==> config.mk <==
export PLATFORM = sky130hd
export DESIGN_NAME = fetch_queue_unit
export DESIGN_NICKNAME = d
export VERILOG_FILES = /design/src/rtl/fetch_queue_unit.sv
export SDC_FILE = /design/constraint.sdc
export NUM_CORES = 2
export LEC_CHECK = 0
export CAP_MARGIN = 15
export CORE_MARGIN = 2
export CORE_UTILIZATION = 41
export CTS_CLUSTER_SIZE = 20
export DETAILED_ROUTE_END_ITERATION = 8
export REMOVE_ABC_BUFFERS = 1
export SYNTH_ARGS = -nofsm -noshare
export SYNTH_HDL_FRONTEND = slang
export SYNTH_SLANG_ARGS = --single-unit
export TNS_END_PERCENT = 100
==> constraint.sdc <==
create_clock -name clk -period 27.1 [get_ports clk]
set_clock_uncertainty 0.05 [all_clocks]
set_input_delay 8.13 -clock clk [delete_from_list [all_inputs] [get_ports clk]]
set_output_delay 8.13 -clock clk [all_outputs]
set_load 0.005 [all_outputs]
==> src/rtl/fetch_queue_unit.sv <==
// -----------------------------------------------------------------------------
// fetch_queue_unit
//
// Instruction-fetch front end with a decoupling queue. Issues one outstanding
// fetch at a time, predecodes RV32IC instruction size, statically predicts the
// next PC and buffers fetched instructions for decode. A redirect flushes the
// whole front end and restarts fetch at redirect_pc.
//
// Parameters:
//   XLEN      address / PC width
//   FQ_DEPTH  queue entries (power of two, >= 2)
//   RESET_PC  first PC fetched after reset
//
// Ports:
//   clk, rst_n                       clock, asynchronous active-low reset
//   mem_req, mem_addr, mem_ready     fetch request channel (registered outputs)
//   mem_rvalid, mem_rdata            fetch response channel
//   redirect, redirect_pc            flush and restart request
//   out_valid, out_ready             queue head handshake towards decode
//   out_instr, out_pc, out_pred_pc,
//   out_compressed                   queue head contents (registered)
//   jalr_wait                        fetch blocked on an unresolved indirect jump
// -----------------------------------------------------------------------------
module fetch_queue_unit #(
    parameter int unsigned     XLEN     = 32,
    parameter int unsigned     FQ_DEPTH = 8,
    parameter logic [XLEN-1:0] RESET_PC = {XLEN{1'b0}}
) (
    input  logic            clk,
    input  logic            rst_n,
    output logic            mem_req,
    output logic [XLEN-1:0] mem_addr,
    input  logic            mem_ready,
    input  logic            mem_rvalid,
    input  logic [31:0]     mem_rdata,
    input  logic            redirect,
    input  logic [XLEN-1:0] redirect_pc,
    output logic            out_valid,
    input  logic            out_ready,
    output logic [31:0]     out_instr,
    output logic [XLEN-1:0] out_pc,
    output logic [XLEN-1:0] out_pred_pc,
    output logic            out_compressed,
    output logic            jalr_wait
);

    localparam int unsigned    AW      = $clog2(FQ_DEPTH);
    localparam int unsigned    PW      = AW + 1;
    localparam logic [PW-1:0]  DEPTH_P = PW'(FQ_DEPTH);
    localparam logic [PW-1:0]  PTR_ONE = {{(PW-1){1'b0}}, 1'b1};
    localparam logic [XLEN-1:0] PC_TWO  = {{(XLEN-3){1'b0}}, 3'd2};
    localparam logic [XLEN-1:0] PC_FOUR = {{(XLEN-3){1'b0}}, 3'd4};

    typedef enum logic [1:0] {
        ST_FETCH = 2'd0,
        ST_WAIT  = 2'd1,
        ST_BLOCK = 2'd2
    } state_t;

    // Static next-PC prediction: direct jumps taken, backward branches taken.
    function automatic logic [XLEN-1:0] predict_next(input logic [31:0] ins,
                                                     input logic comp,
                                                     input logic [XLEN-1:0] pc);
        logic [XLEN-1:0] seq_v;
        logic [XLEN-1:0] res_v;
        seq_v = comp ? (pc + PC_TWO) : (pc + PC_FOUR);
        res_v = seq_v;
        if (comp) begin
            if ((ins[1:0] == 2'b01) && ((ins[15:13] == 3'b101) || (ins[15:13] == 3'b001))) begin
                res_v = pc + {{(XLEN-12){ins[12]}}, ins[12], ins[8], ins[10:9], ins[6],
                              ins[7], ins[2], ins[11], ins[5:3], 1'b0};
            end else if ((ins[1:0] == 2'b01) && (ins[15:14] == 2'b11) && ins[12]) begin
                res_v = pc + {{(XLEN-9){ins[12]}}, ins[12], ins[6:5], ins[2],
                              ins[11:10], ins[4:3], 1'b0};
            end else begin
                res_v = seq_v;
            end
        end else begin
            case (ins[6:0])
                7'b1101111: res_v = pc + {{(XLEN-21){ins[31]}}, ins[31], ins[19:12],
                                          ins[20], ins[30:21], 1'b0};
                7'b1100011: res_v = ins[31] ? (pc + {{(XLEN-13){ins[31]}}, ins[31], ins[7],
                                                     ins[30:25], ins[11:8], 1'b0})
                                            : seq_v;
                default:    res_v = seq_v;
            endcase
        end
        return res_v;
    endfunction

    // JALR, C.JR and C.JALR: target unknown until resolved downstream.
    function automatic logic is_indirect(input logic [31:0] ins, input logic comp);
        logic r_v;
        if (comp) begin
            r_v = (ins[1:0] == 2'b10) && (ins[15:13] == 3'b100) &&
                  (ins[11:7] != 5'd0) && (ins[6:2] == 5'd0);
        end else begin
            r_v = (ins[6:0] == 7'b1100111);
        end
        return r_v;
    endfunction

    state_t          state_r, state_s;
    logic [XLEN-1:0] fetch_pc_r, fetch_pc_s;
    logic [PW-1:0]   head_r, tail_r, head_s, tail_s, count_s;
    logic            outstanding_r, outstanding_s;
    logic            discard_r, discard_s;
    logic            mem_req_r;
    logic [XLEN-1:0] mem_addr_r;
    logic            out_valid_r, out_compressed_r, jalr_wait_r;
    logic [31:0]     out_instr_r;
    logic [XLEN-1:0] out_pc_r, out_pred_pc_r;

    logic [31:0]     q_instr_r   [FQ_DEPTH];
    logic [XLEN-1:0] q_pc_r      [FQ_DEPTH];
    logic [XLEN-1:0] q_pred_r    [FQ_DEPTH];
    logic            q_comp_r    [FQ_DEPTH];

    logic            accept_s, resp_s, push_s, pop_s;
    logic            comp_s, indirect_s;
    logic [31:0]     instr_s;
    logic [XLEN-1:0] pred_s;
    logic            req_s, valid_s, comp_next_s;
    logic [31:0]     instr_next_s;
    logic [XLEN-1:0] pc_next_s, pred_next_s;

    assign accept_s = mem_req_r && mem_ready;
    assign resp_s   = mem_rvalid && outstanding_r;
    // A response is only kept when it belongs to the live fetch stream.
    assign push_s   = resp_s && !discard_r && !redirect && (state_r == ST_WAIT);
    assign pop_s    = out_valid_r && out_ready && !redirect;

    // Predecode of the incoming response word.
    always_comb begin
        comp_s     = (mem_rdata[1:0] != 2'b11);
        instr_s    = comp_s ? {16'h0000, mem_rdata[15:0]} : mem_rdata;
        pred_s     = predict_next(instr_s, comp_s, fetch_pc_r);
        indirect_s = is_indirect(instr_s, comp_s);
    end

    // State register.
    always_ff @(posedge clk or negedge rst_n) begin
        if (!rst_n) begin
            state_r <= ST_FETCH;
        end else begin
            state_r <= state_s;
        end
    end

    // Next-state logic; redirect overrides everything including BLOCK.
    always_comb begin
        state_s = state_r;
        if (redirect) begin
            state_s = ST_FETCH;
        end else begin
            case (state_r)
                ST_FETCH: state_s = accept_s ? ST_WAIT : ST_FETCH;
                ST_WAIT:  begin
                    if (push_s) begin
                        state_s = indirect_s ? ST_BLOCK : ST_FETCH;
                    end else begin
                        state_s = ST_WAIT;
                    end
                end
                ST_BLOCK: state_s = ST_BLOCK;
                default:  state_s = ST_FETCH;
            endcase
        end
    end

    // Pointer, PC and outstanding/discard bookkeeping for the next cycle.
    always_comb begin
        outstanding_s = outstanding_r;
        if (accept_s) begin
            outstanding_s = 1'b1;
        end else if (resp_s) begin
            outstanding_s = 1'b0;
        end else begin
            outstanding_s = outstanding_r;
        end
        // Anything still in flight after a redirect belongs to the old stream.
        if (redirect) begin
            discard_s = outstanding_s;
        end else if (resp_s) begin
            discard_s = 1'b0;
        end else begin
            discard_s = discard_r;
        end
        if (redirect) begin
            fetch_pc_s = redirect_pc;
            head_s     = tail_r;
            tail_s     = tail_r;
        end else begin
            fetch_pc_s = push_s ? pred_s : fetch_pc_r;
            head_s     = pop_s ? (head_r + PTR_ONE) : head_r;
            tail_s     = push_s ? (tail_r + PTR_ONE) : tail_r;
        end
        count_s = tail_s - head_s;
    end

    // Output logic: next values of the registered request and head outputs.
    always_comb begin
        req_s   = (state_s == ST_FETCH) && !outstanding_s && (count_s < DEPTH_P);
        valid_s = (count_s != {PW{1'b0}});
        if (!valid_s) begin
            instr_next_s = 32'h0000_0000;
            pc_next_s    = {XLEN{1'b0}};
            pred_next_s  = {XLEN{1'b0}};
            comp_next_s  = 1'b0;
        end else if (push_s && (head_s == tail_r)) begin
            // The new head is the entry being written at this edge.
            instr_next_s = instr_s;
            pc_next_s    = fetch_pc_r;
            pred_next_s  = pred_s;
            comp_next_s  = comp_s;
        end else begin
            instr_next_s = q_instr_r[head_s[AW-1:0]];
            pc_next_s    = q_pc_r[head_s[AW-1:0]];
            pred_next_s  = q_pred_r[head_s[AW-1:0]];
            comp_next_s  = q_comp_r[head_s[AW-1:0]];
        end
    end

    // Control and output registers.
    always_ff @(posedge clk or negedge rst_n) begin
        if (!rst_n) begin
            fetch_pc_r       <= RESET_PC;
            head_r           <= {PW{1'b0}};
            tail_r           <= {PW{1'b0}};
            outstanding_r    <= 1'b0;
            discard_r        <= 1'b0;
            mem_req_r        <= 1'b0;
            mem_addr_r       <= {XLEN{1'b0}};
            out_valid_r      <= 1'b0;
            out_instr_r      <= 32'h0000_0000;
            out_pc_r         <= {XLEN{1'b0}};
            out_pred_pc_r    <= {XLEN{1'b0}};
            out_compressed_r <= 1'b0;
            jalr_wait_r      <= 1'b0;
        end else begin
            fetch_pc_r       <= fetch_pc_s;
            head_r           <= head_s;
            tail_r           <= tail_s;
            outstanding_r    <= outstanding_s;
            discard_r        <= discard_s;
            mem_req_r        <= req_s;
            mem_addr_r       <= req_s ? fetch_pc_s : mem_addr_r;
            out_valid_r      <= valid_s;
            out_instr_r      <= instr_next_s;
            out_pc_r         <= pc_next_s;
            out_pred_pc_r    <= pred_next_s;
            out_compressed_r <= comp_next_s;
            jalr_wait_r      <= (state_s == ST_BLOCK);
        end
    end

    // Queue storage; a slot is always free because it was reserved at request.
    always_ff @(posedge clk) begin
        if (push_s) begin
            q_instr_r[tail_r[AW-1:0]] <= instr_s;
            q_pc_r[tail_r[AW-1:0]]    <= fetch_pc_r;
            q_pred_r[tail_r[AW-1:0]]  <= pred_s;
            q_comp_r[tail_r[AW-1:0]]  <= comp_s;
        end
    end

    assign mem_req        = mem_req_r;
    assign mem_addr       = mem_addr_r;
    assign out_valid      = out_valid_r;
    assign out_instr      = out_instr_r;
    assign out_pc         = out_pc_r;
    assign out_pred_pc    = out_pred_pc_r;
    assign out_compressed = out_compressed_r;
    assign jalr_wait      = jalr_wait_r;

endmodule

* Word level (Yosys, flattened, before mapping)
Memory sizes are Yosys's and may differ from the RTL's.
Cells that the tools add are included.
** Storage, ports and cells
- Register bits after elaboration :: 176
- Bits in latches :: 0
- RAM bits :: 776
- Bits in read-only memories :: 0
- Output and inout port bits :: 132
- Memories :: 4
** Operators by class
- Add/subtract/negate cells :: 9
- Multipliers :: 0
- Div/mod/pow operators :: 0
- $lt $le $gt $ge :: 1
- Eq/ne operators :: 14
- Shifts and indexed selects :: 0
- Multiplexer cells :: 33
- Bitwise operators :: 0
- Reduce and logical (&&, ||, !) cells :: 26
** Memories
- q_instr_r :: depth 8, bits a word 32, rd ports 1, clocked after memory_dff 0, wr ports 1, line 114 : logic [31:0] q_instr_r [FQ_DEPTH];
- q_pc_r :: depth 8, bits a word 32, rd ports 1, clocked after memory_dff 0, wr ports 1, line 115 : logic [XLEN-1:0] q_pc_r [FQ_DEPTH];
- q_pred_r :: depth 8, bits a word 32, rd ports 1, clocked after memory_dff 0, wr ports 1, line 116 : logic [XLEN-1:0] q_pred_r [FQ_DEPTH];
- q_comp_r :: depth 8, bits a word 1, rd ports 1, clocked after memory_dff 0, wr ports 1, line 117 : logic q_comp_r [FQ_DEPTH];
** Operators by type and width (count)
- 32-bit two-way mux :: 14
- 32-bit adder :: 4
- 32-bit one-hot mux with 2 select lines :: 1
- 32-bit by 2-bit adder with 32-bit output, second input constant :: 1
- 32-bit by 3-bit adder with 32-bit output, second input constant :: 1
- 7-bit == test, second input constant :: 3
- 1-bit logical AND :: 16
- 4-bit two-way mux :: 4
- 1-bit two-way mux :: 10
- 4-bit by 1-bit adder with 4-bit output, second input constant :: 2
- 2-bit == test, second input constant :: 4
- 3-bit == test, second input constant :: 2
- 2-bit two-way mux :: 3
- 2-bit one-hot mux with 3 select lines :: 1
- 5-bit logical NOT :: 1
- 5-bit nonzero test :: 1
- 2-bit by 1-bit == test with 1-bit output, second input constant :: 2
- 4-bit == test :: 1
- 2-bit logical NOT :: 2
- 4-bit less-than comparator, second input constant :: 1
- 4-bit nonzero test :: 1
- 4-bit subtractor :: 1
- 3-bit by 1-bit == test with 1-bit output, second input constant :: 1
- 1-bit logical NOT :: 3
- 3 further kinds :: 3

* Depth between registers and ports, before layout
- Depth after elaboration :: 14
- Mapped depth :: 19

* Worst setup path after synthesis
No wires, ideal clock.
- Path type :: input-to-reg
- Start :: input redirect
- End :: memory q_comp_r[1], enable pin
- Arrival :: 18.919 ns
- Data required time :: 26.229 ns
- Path slack :: 7.311 ns
- Cell stages on the path :: 6
- Cells stage by stage :: buf_2 > nor2_1 > nand3_1 > clkbuf_1 > buf_1 > nor4b_1
** Between the ends
- Cells in the longest elaborated chain, start to end :: 5
** Ends and longest elaborated chain
- from (decl) :: line 36 : input logic redirect,
- 1-bit logical NOT :: line 130 : assign push_s = resp_s && !discard_r && !redirect && (state_r == ST_WAIT);
- 1-bit logical AND (2 in series) :: line 130
- 1-bit two-way mux :: line 259 : if (push_s) begin
- 1-bit two-way mux (not written as such) :: line 263 : q_comp_r[tail_r[AW-1:0]] <= comp_s;
- to (decl) :: line 117
No other way between the ends.

* Worst setup path after layout
- Start :: input mem_rdata[1]
- End :: register out_pred_pc_r[28] (netlist: out_pred_pc[28])
** Between the ends
- Cells in the longest elaborated chain, start to end :: 9
- Elaborated cells on any way between the ends :: 18
** Ends and longest elaborated chain
- from (decl) :: line 35 : input logic [31:0] mem_rdata,
- parallel branches: the longest is 6 deep, another holds 32-bit adder
- 32-bit two-way mux (*) :: line 68 : if (comp) begin
- via pred_s[28] :: line 122 : logic [XLEN-1:0] pred_s;
- 32-bit two-way mux (*) :: line 210 : end else if (push_s && (head_s == tail_r)) begin
- 32-bit two-way mux (*) :: line 205 : if (!valid_s) begin
- via pred_next_s[28] :: line 125 : logic [XLEN-1:0] pc_next_s, pred_next_s;
- to (signal assigned) :: line 237 : out_pred_pc_r <= {XLEN{1'b0}};
- to (signal assigned) :: line 251 : out_pred_pc_r <= pred_next_s;
- to (decl) :: line 112 : logic [XLEN-1:0] out_pc_r, out_pred_pc_r;
Mark *: on every way through the listed nets, which the timed path passes.
A chain may end at the register's enable or synchronous reset.

==> metrics.md <==
| Metric | Value |
|---|---|
| Number of synthesized flops with an enable pin | 768 |
| Final Power | 4.329 mW |
| Worst Path Max Fanout | 53 |
| First-pass GRT wire length | 200.6 mm |
| WP data required | 27610 ps |
| Post-synthesis mux area share | 10.62% |
| Initial antenna violation count | 2 |
| Main combinational cell family by area after synthesis | compound AO/OA/AOI/OAI gates |
| Largest net degree at the start of global routing | 99 |
| Global placement routability congestion | between 0.9 and 1 |
| # hold bufs at CTS | 0 |
| Max clock buf depth | 3 |
| Cts bufs inserted | 94 |
| Number of DRC markers in iteration 0 | roughly 3600 |
| DRC | 0 |
| Min Tclk post-route | about 13000 ps |
| I/O pins | 202 |
| Post-route setup TNS | 0 ps |
| Total gr overflow | 0 |
| CTS clk-pin slew, worst paths | 60 ps |
| Wire length per cell | 27.17 microns |
| Hold_ws | around 460 ps |
| Core Rows | around 120 |
| Least-Margin Pin Slew | roughly 1100 ps |
| Leading area contributor after synthesis | edfxtp_1 |
| Setup bufs post-CTS | 0 |
| Worst reg-to-reg path cell count | 13 |
| Logic pwr share | slightly below 30% |
| CTS tree | done |
| Outcome | complete, no violations |
| Worst vdd ir | 0.00006175 V |
| Nets | 3604 |
| Setup Crit Path Kind | in2reg |
| Die area | 112000 sq um |
| Worst Hold Class | reg2reg |
| Initial Util | 41.25% |
| Vias in the first global route | 30039 |
| Clock Sink Count | 943 |
| Root buf cell | clkbuf_16 |
| Switching pwr | between 1 and 1.5 mW |
| Clk_lat worst skew | roughly 670 ps |
| Routed Antenna Nets | 0 |
| Final non-filler cell total | ~5000 |
| Core area | 108700 sq um |
| Fillers | 9465 |
| Distinct cells, synth | 102 |
| Final Cycle Share | 46.39% |
| Die H | ~330 microns |
| HPWL after DPL | 84.65 mm |
| Seq cells post-synth | between 900 and 1000 |
| Final setup vio count | 0 |
| Synth Flop Type | edfxtp_1 |
| Max_cap viols | 0 |
| Worst hold path depth | 1 |
| Async set-reset flop share out of synthesis | 18.56% |
| GRT Util Overall | 23.91% |
| Fmax | 79.55 MHz |
| Main area contributors after synthesis | edfxtp_1 51%, dfrtp_1 9.8%, mux4_2 9.6%, nand2_1 3.1%, a21oi_1 2.0% |
| Seq/Total Area, Yosys | 61.20% |
| YS warnings | 0 |
| Synth Instances | 3339 |
| Simple-Gate Fraction of Synth Area | a little under a tenth |
| Reg power frac | between 40% and 50% |
| Complex-gate fraction of the synthesized area | between 10% and 20% |
| Slew Limit Headroom | a little under a quarter |
| # port buffers | 201 |
| Synth Area in XOR/XNOR | under 10% |
| Clk pwr share | a little under 30% |
| Switch share | 30.30% |
| CTS resizes | 0 |
| Critical Path Start Type | input port |
| Final Hold Viols | 0 |
| Worst Path Arrival | about 13000 ps |
| Leakage | between 15 and 20 nW |
| Total number of vias | 30465 |
| Placed instance count | approximately 4800 |
| Drt pass-1 iters | 6 |
| Mean area per synthesized cell | 13.43 sq um |
| Syn-to-layout area delta | 14.74% |
| CP Capture Type | flop |
| Pwr Density | 84.14 nW/um^2 |
| Max Slew Vio Count | 0 |
| Layout cells sized above 1 | 14.81% |
| Die W | 334.7 microns |
| H-tree depth | 3 |
| RSZ-0062 raised after global routing | false |
| Vias/cell | between 6 and 7 |
| Cell Area, Synth | 44840 sq um |
| Final WL | 135.1 mm |
| Synth top area share | ~51% |
| Pint | 3.017 mW |
| Adder-cell share of the synthesized area | under 10% |
==> final timing paths <==
kind                                from         endpoint  slack [ps]
max                         mem_rdata[1]  out_pred_pc[28]       14530
min                           state_r[1]       state_r[0]         460
max reg2reg                fetch_pc_r[1]     mem_addr[19]       22250
min reg2reg                   state_r[1]       state_r[0]         460
max in group asynchronous          rst_n  out_pred_pc[27]       18200
min in group asynchronous          rst_n    out_instr[20]        7450
==> per-stage QoR <==
stage	util, %	area [sq um]	setup WS, ps
after floorplan	-	43790	2059
after global placement	44.54	48410	14050
after detailed placement	44.54	48410	14010
after CTS	47.33	51450	14690
after global routing	47.33	51450	14320
final	47.33	51450	14530
==> Yosys cell counts (31+ instances only) <==
master and number:
a211oi_1 45, a21oi_1 180, inv_1 47, mux4_2 192, and3_1 31, edfxtp_1 768, buf_2 58, clkbuf_1 164
nor3_1 50, ha_1 54, a21o_1 36, nand2_1 374, dfrtp_1 175, o21ai_0 123, xnor2_1 80, nand3_1 61
a311oi_1 82, nor2_1 229, a31oi_1 53
==> worst max-delay path, stage by stage <==
cell and delay (ps):
clkdlybuf4s50_1 450, buf_4 390, nand3_2 140, buf_4 340, inv_1 630, buf_4 490, nand2_1 160, or3_1 340
a21boi_1 280, o21a_1 190, o2111a_1 160, a211oi_1 50, a2bb2oi_1 830, nor2_1 110, a211oi_1 280
==> cells in the final DEF, fill, tap and decap left out, types with 25 or more instances in the layout <==
master           instances
dfrtp_1                175
nand2_1                374
mux4_2                 192
edfxtp_1               768
nand4_1                 25
o21ai_0                122
clkbuf_1                27
a31oi_1                 53
a211oi_1                45
xnor2_1                 80
xor2_1                  28
clkdlybuf4s50_1        198
nand3_1                 60
a21o_1                  36
mux2i_1                 27
nor2_1                 228
buf_4                   88
ha_1                    54
clkbuf_16               96
a311oi_1                82
inv_1                   46
nor3_1                  46
a21oi_1                179
and3_1                  30
==> power by group through the flow <==
stage	Clock (mW)	Combinational (mW)	Sequential, mW
6_report	1.27	1.27	1.79
4_1_cts	1.29	1.28	1.79
3_5_place_dp	0	1.28	1.82
5_1_grt	1.35	1.38	1.80
3_3_place_gp	0	1.27	1.83
2_1_floorplan	0	0.859	1.80
==> cells by family after synthesis <==
logic type	Yosys count
AO/OA/AOI/OAI	781
XOR/XNOR	108
adder cells (fa/ha/maj)	60
buffers and inverters	298
flip-flops	943
multiplexers	234
AND/OR/NAND/NOR	915
==> routing by layer <==
metal | vias to the layer above | global-route usage, % | wire length (microns)
li1 | 13321 | - | -
met1 | 15625 | 33.74 | 57540
met2 | 1298 | 38.59 | 63900
met3 | 219 | 3.180 | 9617
met4 | 2 | 7.452 | 4034
met5 | - | 0 | 9
==> area by class of cell <==
type	count	area, sq um	area share (%)
Clock buffer	139	2724	5.294
Inverter	49	187.7	0.3648
Multi-Input combinational cell	2098	16290	31.66
Sequential cell	943	27440	53.34
Tap cell	1414	1769	3.439
Clock inverter	37	309.0	0.6007
Timing Repair Buffer	292	2728	5.302
Antenna cell	1	2.502	0.004864
==> flip-flops by register name, indices dropped and copies added, names as in the netlist <==
name and count:
discard_r 1, fetch_pc_r 32, head_r 4, jalr_wait 1
mem_addr 32, mem_req 1, out_compressed 1, out_instr 32
out_pc 31, out_pred_pc 32, out_valid 1, outstanding_r 1
q_comp_r 8, q_instr_r 256, q_pc_r 250, q_pred_r 254
state_r 2, tail_r 4
Note: power is estimated with default switching activity, not from simulation.
